[src/rtl/vga_timing_gen.sv]
// vga_timing_gen: free-running raster counters for the drawing logic, plus
// sync and pixel outputs re-aligned to the drawing logic's return latency.
module vga_timing_gen #(
  parameter int DISP_COLS        = 800,
  parameter int DISP_ROWS        = 600,
  parameter int H_FRONT          = 56,
  parameter int H_SYNC           = 120,
  parameter int H_BACK           = 64,
  parameter int V_FRONT          = 37,
  parameter int V_SYNC           = 6,
  parameter int V_BACK           = 23,
  parameter int SYNC_ACTIVE_HIGH = 1,
  parameter int RGB_LATENCY      = 1
) (
  input  logic        clk,
  input  logic        rst_n,
  input  logic [7:0]  rgb_in,
  output logic [11:0] col_counter,
  output logic [11:0] row_counter,
  output logic        video_on,
  output logic        frame_tick,
  output logic        hsync,
  output logic        vsync,
  output logic [7:0]  rgb_out
);

  localparam int H_TOTAL = DISP_COLS + H_FRONT + H_SYNC + H_BACK;
  localparam int V_TOTAL = DISP_ROWS + V_FRONT + V_SYNC + V_BACK;

  // Bounds are 13 bits wide so a total of exactly 4096 still compares cleanly.
  localparam logic [11:0] H_LAST       = 12'(H_TOTAL - 1);
  localparam logic [11:0] V_LAST       = 12'(V_TOTAL - 1);
  localparam logic [12:0] H_VIS        = 13'(DISP_COLS);
  localparam logic [12:0] V_VIS        = 13'(DISP_ROWS);
  localparam logic [12:0] H_SYNC_START = 13'(DISP_COLS + H_FRONT);
  localparam logic [12:0] H_SYNC_END   = 13'(DISP_COLS + H_FRONT + H_SYNC);
  localparam logic [12:0] V_SYNC_START = 13'(DISP_ROWS + V_FRONT);
  localparam logic [12:0] V_SYNC_END   = 13'(DISP_ROWS + V_FRONT + V_SYNC);
  localparam logic        SYNC_ON      = (SYNC_ACTIVE_HIGH != 0);

  if (H_TOTAL > 4096 || V_TOTAL > 4096) begin : g_bad_total
    $error("vga_timing_gen: H_TOTAL and V_TOTAL must not exceed 4096");
  end

  if (RGB_LATENCY < 0 || RGB_LATENCY > 4) begin : g_bad_latency
    $error("vga_timing_gen: RGB_LATENCY must be in 0..4");
  end

  logic [11:0] col_next;
  logic [11:0] row_next;
  logic        h_raw;
  logic        v_raw;
  logic [2:0]  flags_now;
  logic [2:0]  flags_dly;

  // Next raster position: column wraps every line, row wraps on the last column of the last line.
  always_comb begin
    col_next = col_counter + 12'd1;
    row_next = row_counter;
    if (col_counter == H_LAST) begin
      col_next = '0;
      row_next = (row_counter == V_LAST) ? 12'd0 : row_counter + 12'd1;
    end
  end

  // Counters and the flags describing them; flags come from the next position so they line up with the counters.
  always_ff @(posedge clk or negedge rst_n) begin
    if (!rst_n) begin
      col_counter <= '0;
      row_counter <= '0;
      video_on    <= 1'b0;
      frame_tick  <= 1'b0;
    end else begin
      col_counter <= col_next;
      row_counter <= row_next;
      video_on    <= ({1'b0, col_next} < H_VIS) && ({1'b0, row_next} < V_VIS);
      frame_tick  <= (col_next == 12'd0) && ({1'b0, row_next} == V_VIS);
    end
  end

  // Raw sync windows, decoded straight from the current counters; vsync depends on row only.
  always_comb begin
    h_raw = ({1'b0, col_counter} >= H_SYNC_START) && ({1'b0, col_counter} < H_SYNC_END);
    v_raw = ({1'b0, row_counter} >= V_SYNC_START) && ({1'b0, row_counter} < V_SYNC_END);
    flags_now = {h_raw, v_raw, video_on};
  end

  if (RGB_LATENCY == 0) begin : g_no_delay
    assign flags_dly = flags_now;
  end else begin : g_delay
    logic [2:0] stage [RGB_LATENCY];

    // Shift the sync/visible flags along so they meet the pixel that belongs to them.
    always_ff @(posedge clk or negedge rst_n) begin
      if (!rst_n) begin
        for (int i = 0; i < RGB_LATENCY; i++) begin
          stage[i] <= '0;
        end
      end else begin
        stage[0] <= flags_now;
        for (int i = 1; i < RGB_LATENCY; i++) begin
          stage[i] <= stage[i-1];
        end
      end
    end

    assign flags_dly = stage[RGB_LATENCY-1];
  end

  // Pin register: blank the pixel outside the visible area and map sync to the panel polarity.
  always_ff @(posedge clk or negedge rst_n) begin
    if (!rst_n) begin
      hsync   <= ~SYNC_ON;
      vsync   <= ~SYNC_ON;
      rgb_out <= '0;
    end else begin
      hsync   <= flags_dly[2] ? SYNC_ON : ~SYNC_ON;
      vsync   <= flags_dly[1] ? SYNC_ON : ~SYNC_ON;
      rgb_out <= flags_dly[0] ? rgb_in : 8'h00;
    end
  end

endmodule

[config.mk]
export PLATFORM = sky130hd
export DESIGN_NAME = vga_timing_gen
export DESIGN_NICKNAME = d
export VERILOG_FILES = /design/src/rtl/vga_timing_gen.sv
export SDC_FILE = /design/constraint.sdc
export NUM_CORES = 1
export LEC_CHECK = 0
export CAP_MARGIN = 20
export CORE_MARGIN = 8
export CORE_UTILIZATION = 34
export CTS_CLUSTER_SIZE = 24
export DETAILED_ROUTE_END_ITERATION = 10
export PLACE_DENSITY = 0.63
export SYNTH_ARGS = -nofsm -noshare
export SYNTH_HDL_FRONTEND = slang
export SYNTH_SLANG_ARGS = --single-unit
[constraint.sdc]
create_clock -name clk -period 2.9 [get_ports clk]
set_clock_uncertainty 0.2 [all_clocks]
set_input_delay 0.58 -clock clk [delete_from_list [all_inputs] [get_ports clk]]
set_output_delay 0.58 -clock clk [all_outputs]
set_load 0.02 [all_outputs]
### After elaboration in Yosys (flattened, before gate mapping)

Cells that the tools add are included.

| operators by class | value |
|---|---|
| add/subtract/negate cells | 2 |
| magnitude comparators | 6 |
| equality and inequality tests | 3 |
| muxes and demuxes | 6 |
| reduce and logical (&&, ||, !) cells | 5 |

Operators by type and width:

| kind | count |
|---|---|
| $lt A12 B10 Y1 const B | 4 |
| $mux W12 | 3 |
| $add A12 B1 Y12 const B | 2 |
| $eq A12 B10 Y1 const B | 2 |
| $ge A12 B10 Y1 const B | 2 |
| $eq A12 B11 Y1 const B | 1 |
| $logic_not A12 Y1 | 1 |
| $mux W8 | 1 |
| $logic_and A1 B1 Y1 | 4 |
| $mux W1 | 2 |

| storage, ports and cells | value |
|---|---|
| register bits after elaboration | 39 |
| input port bits | 10 |
| output and inout port bits | 36 |
| logic and storage cells | 30 |

### Logic depth before layout (Yosys ltp)

| logic depth | value |
|---|---|
| depth in word-level cells | 5 |
| depth in mapped cells | 10 |

### Least setup slack after synthesis

No wires, ideal clock.

| timing path | value |
|---|---|
| kind | register to register |
| start point | reg col_counter[8] |
| end point | reg video_on |
| setup time | 120 ps |
| arrival | 2,564 ps |
| data required time | 2,580 ps |
| setup slack | 16 ps |
| cell stages (with the launch flop) | 8 |
| buffers on the path | 1 |
| period minus slack after synthesis | 2,884 ps |
| cells stage by stage | dfrtp_1 > or4b_4 > or3_1 > buf_2 > nor3_1 > mux2_2 > a311o_1 > and3_1 |

| on the way | value |
|---|---|
| cells in the longest elaborated chain, start to end | 4 |
| elaborated cells between the ends (all ways) | 7 |
| classes of those cells | add/sub: 1; order compare: 2; eq/ne: 1; mux: 2; reduce/logical: 1 |

Ends and longest elaborated chain:

| what | line | RTL |
|---|---|---|
| start: declaration | 18 | `output logic [11:0] col_counter,` |
| start signal: assignment | 74 | `col_counter <= col_next;` |
| $eq A12 B11 Y1 | 60 | `if (col_counter == H_LAST) begin` |
| $mux W12 | 60 |  |
| named net row_next[8] | 50 | `logic [11:0] row_next;` |
| $lt A12 B10 Y1 | 76 | `video_on <= ({1'b0, col_next} < H_VIS) && ({1'b0, row_next} < V_VIS);` |
| $logic_and A1 B1 Y1 | 76 |  |
| end signal: assignment | 76 |  |
| end: declaration | 20 | `output logic video_on,` |

The timed path passes the listed nets, and every way through them passes these cells.

### Worst setup path after layout

| timing path | value |
|---|---|
| start point | reg col_counter[10] |
| end point | reg video_on |

Same word-level chain as after synthesis.

==> impl_metrics.env <==
export IMPL_slew_violations=0
export IMPL_worstPathRequired_ns=2.88
export IMPL_highest_layer="met4"
export IMPL_synth_area_leaders="dfrtp_1 48%, xnor2_1 3.5%, and2_1 3.1%"
export IMPL_grt_pass1_wl_mm=8.728
export IMPL_cts_max_level=2
export IMPL_ys_warn_count=0
export IMPL_post_cts_setup_buffer_count=0
export IMPL_rows=28
export IMPL_internal_power_mw=0.8270
export IMPL_drive_gt1_share_pct=12.26
export IMPL_hold_class="reg -> reg"
export IMPL_path_class="reg -> reg"
export IMPL_drc=0
export IMPL_synth_cells=207
export IMPL_wirelength_met1_mm=2.242
export IMPL_hold_viol=0
export IMPL_dpl_hpwl_mm=3.889
export IMPL_syn_area_sq_mm=0.002022
export IMPL_comb_power_share_pct=4.3
export IMPL_endpoint_kind="flop"
export IMPL_clk_latency_ns=0.29
export IMPL_core_sq_mm=0.005851
export IMPL_wl_met2_mm=2.412
export IMPL_clk_path_buf_depth=2
export IMPL_final_period_utilization_pct=94.67
export IMPL_start_util_pct=34.56
export IMPL_crit_path_max_fanout=6
export IMPL_wl_mm=5.104
export IMPL_max_vdd_ir_drop_v=0.0002741
export IMPL_gp_congestion=0.8176
export IMPL_dieArea_sq_mm=0.008670
export IMPL_crit_buf_inv=0
export IMPL_crit_chain="or4b_4, or3_1, nor3_1, mux2_2, a311o_1, and3_1"
export IMPL_cts_tree="yes"
export IMPL_overflow=0
export IMPL_ant_nets=0
export IMPL_wl_met3_um=398
export IMPL_grt_total_usage_pct=12.34
export IMPL_synth_seq_cells=39
export IMPL_run_status="finished clean"
export IMPL_finalCriticalPeriod_ns=2.745
export IMPL_synthFlopType="dfrtp_1"
export IMPL_seqPwrFrac_pct=53.1
export IMPL_power_density_mw_per_mm2=380.2
export IMPL_via_per_inst=5.167
export IMPL_netlist_area_leader_share_pct=48.27
export IMPL_antenna_cells=0
export IMPL_clk_pin_slew_worst_paths_ns=0.08
export IMPL_drtPass1Iterations=4
export IMPL_grt_max_degree=40
export IMPL_fmax_ghz=0.3643
export IMPL_synth_nets=222
export IMPL_cts_hold_fix_buffers=0
export IMPL_clock_root_buffer="clkbuf_8"
export IMPL_dp_cells=328
export IMPL_path_delay_family="simple AND/OR/NAND/NOR gates"
export IMPL_areaGrowthSynthToFinish_pct=34.78
export IMPL_clock_sinks=39
export IMPL_power_switching_mw=0.2092
export IMPL_first_iter_violations=100
export IMPL_die_w_um=93.12
export IMPL_start_kind="flop"
export IMPL_worst_path_max_delay_cell="or4b_4"
export IMPL_whs_ns=0.1539
export IMPL_wire_per_inst_um=15.19
export IMPL_crit_arrival_ns=2.73
export IMPL_fin_cells=336
export IMPL_p_clk_share_pct=42.6
export IMPL_tns_ns=0
export IMPL_yosys_top_cells_count="39 x dfrtp_1, 15 x nand2_1, 13 x inv_1"
export IMPL_slowest_delay_ns=0.52
export IMPL_die_y_um=93.12
export IMPL_slew_headroom_pct=41.40
export IMPL_synth_most_common_cell="dfrtp_1"
export IMPL_cap_violations=0
export IMPL_fin_nets=275
export IMPL_synth_largest_area_cell="dfrtp_1"
export IMPL_async_flop_share_pct=100.0
export IMPL_numCtsBuffers=5
export IMPL_p_leak_nw=1.129
export IMPL_p_sw_share_pct=20.19
export IMPL_yosysSeqAreaShare_pct=48.27
export IMPL_rsz0062_at_grt="no"
export IMPL_boundaryPins=46
export IMPL_power_mw=1.036
export IMPL_ys_types=41
export IMPL_cts_resized=0
export IMPL_synth_edff_count=0
export IMPL_port_buffers=45
export IMPL_num_vias=1736
export IMPL_finalSetupViolCount=0
export IMPL_worst_slew_pin_slew_ns=0.8790
export IMPL_grt_antenna_before_repair=0
export IMPL_synth_avg_cell_area_sq_um=9.768
export IMPL_grt_pass1_vias=1777
## per-layer routing
metal | vias to the layer above | track usage [%]
met5 | - | 0
met4 | 0 | 4.027
met3 | 4 | 3.606
met2 | 63 | 20.65
met1 | 832 | 14.83
li1 | 837 | -
## final timing paths
path | slack, ns | end | depth (start not counted) | from
setup / recovery | 0.15 | video_on$_DFF_PN0_ | 6 | col_counter[10]$_DFF_PN0_
hold / removal | 0.15 | vsync$_DFF_PN0_ | 0 | flags_dly[1]$_DFF_PN0_
setup reg to reg | 0.15 | video_on$_DFF_PN0_ | 6 | col_counter[10]$_DFF_PN0_
hold reg to reg | 0.15 | vsync$_DFF_PN0_ | 0 | flags_dly[1]$_DFF_PN0_
max in group asynchronous | 1.75 | row_counter[8]$_DFF_PN0_ | 1 | rst_n
min in group asynchronous | 0.21 | col_counter[2]$_DFF_PN0_ | 1 | rst_n
## cell type report
type                            count  area (sq um)
Tap cell                           75         93.84
Clock buffer                        5         68.82
Inverter                           13         48.80
Multi-Input combinational cell    142         943.4
Clock inverter                      3         43.79
Fill cell                         542          3126
Sequential cell                    39         975.9
Timing Repair Buffer               59         550.5
## state kept, by name, indices dropped and copies added, names as in the netlist
name	flops
flags_dly	3
frame_tick	1
row_counter	12
rgb_out	8
col_counter	12
video_on	1
vsync	1
hsync	1
## power by group through the flow
stage | combinational (mW) | sequential (mW) | clock (mW)
global route | 0.0491 | 0.551 | 0.487
global placement | 0.0453 | 0.561 | 0
CTS | 0.0461 | 0.550 | 0.462
finish | 0.0444 | 0.550 | 0.441
floorplan | 0.00376 | 0.569 | 0
detailed placement | 0.0459 | 0.561 | 0
## worst reg2reg max path, cell delays in order, from the launching register on
cell,delay [ns]
dfrtp_1,0.45
or4b_4,0.52
or3_1,0.42
nor3_1,0.20
mux2_2,0.39
a311o_1,0.32
and3_1,0.14
## cell usage in the layout, fill, tap and decap left out, drive strengths merged, types with 2 or more instances in the layout
cell / netlist / final
a31oi: 2 / 2
or4: 2 / 2
clkinv: 0 / 2
nand3: 10 / 10
or3: 3 / 3
clkdlybuf4s50: 0 / 44
nor4b: 2 / 2
ha: 5 / 5
a21oi: 8 / 8
nor3: 10 / 10
o21ai: 9 / 9
inv: 13 / 13
nand3b: 2 / 2
mux2: 2 / 2
nand4: 5 / 5
nor4: 10 / 10
and3: 4 / 4
dfrtp: 39 / 39
or4b: 3 / 3
nor2: 10 / 10
xnor2: 8 / 8
and2: 10 / 10
xor2: 7 / 7
clkbuf: 9 / 5
nand2: 15 / 15
o31ai: 3 / 3
nor3b: 2 / 2
buf: 4 / 15
## metrics by stage
step           cell area [sq um]  setup slack [ns]  util (%)
2_1_floorplan               2022           0.01592         -
6_report                    2725            0.1547     46.58
3_3_place_gp                2613            0.2376     44.65
3_5_place_dp                2613            0.1652     44.65
4_1_cts                     2725            0.1541     46.58
5_1_grt                     2725           0.01013     46.58
## kinds of logic after synthesis
group | share of synthesized area [%]
mux | 1.114
compound gates | 8.416
fa+ha+maj | 3.094
xor+xnor | 6.498
buf+inv | 5.074
simple gates | 27.54
flops | 48.27
No activity file was read; power rests on OpenSTA's default activity.
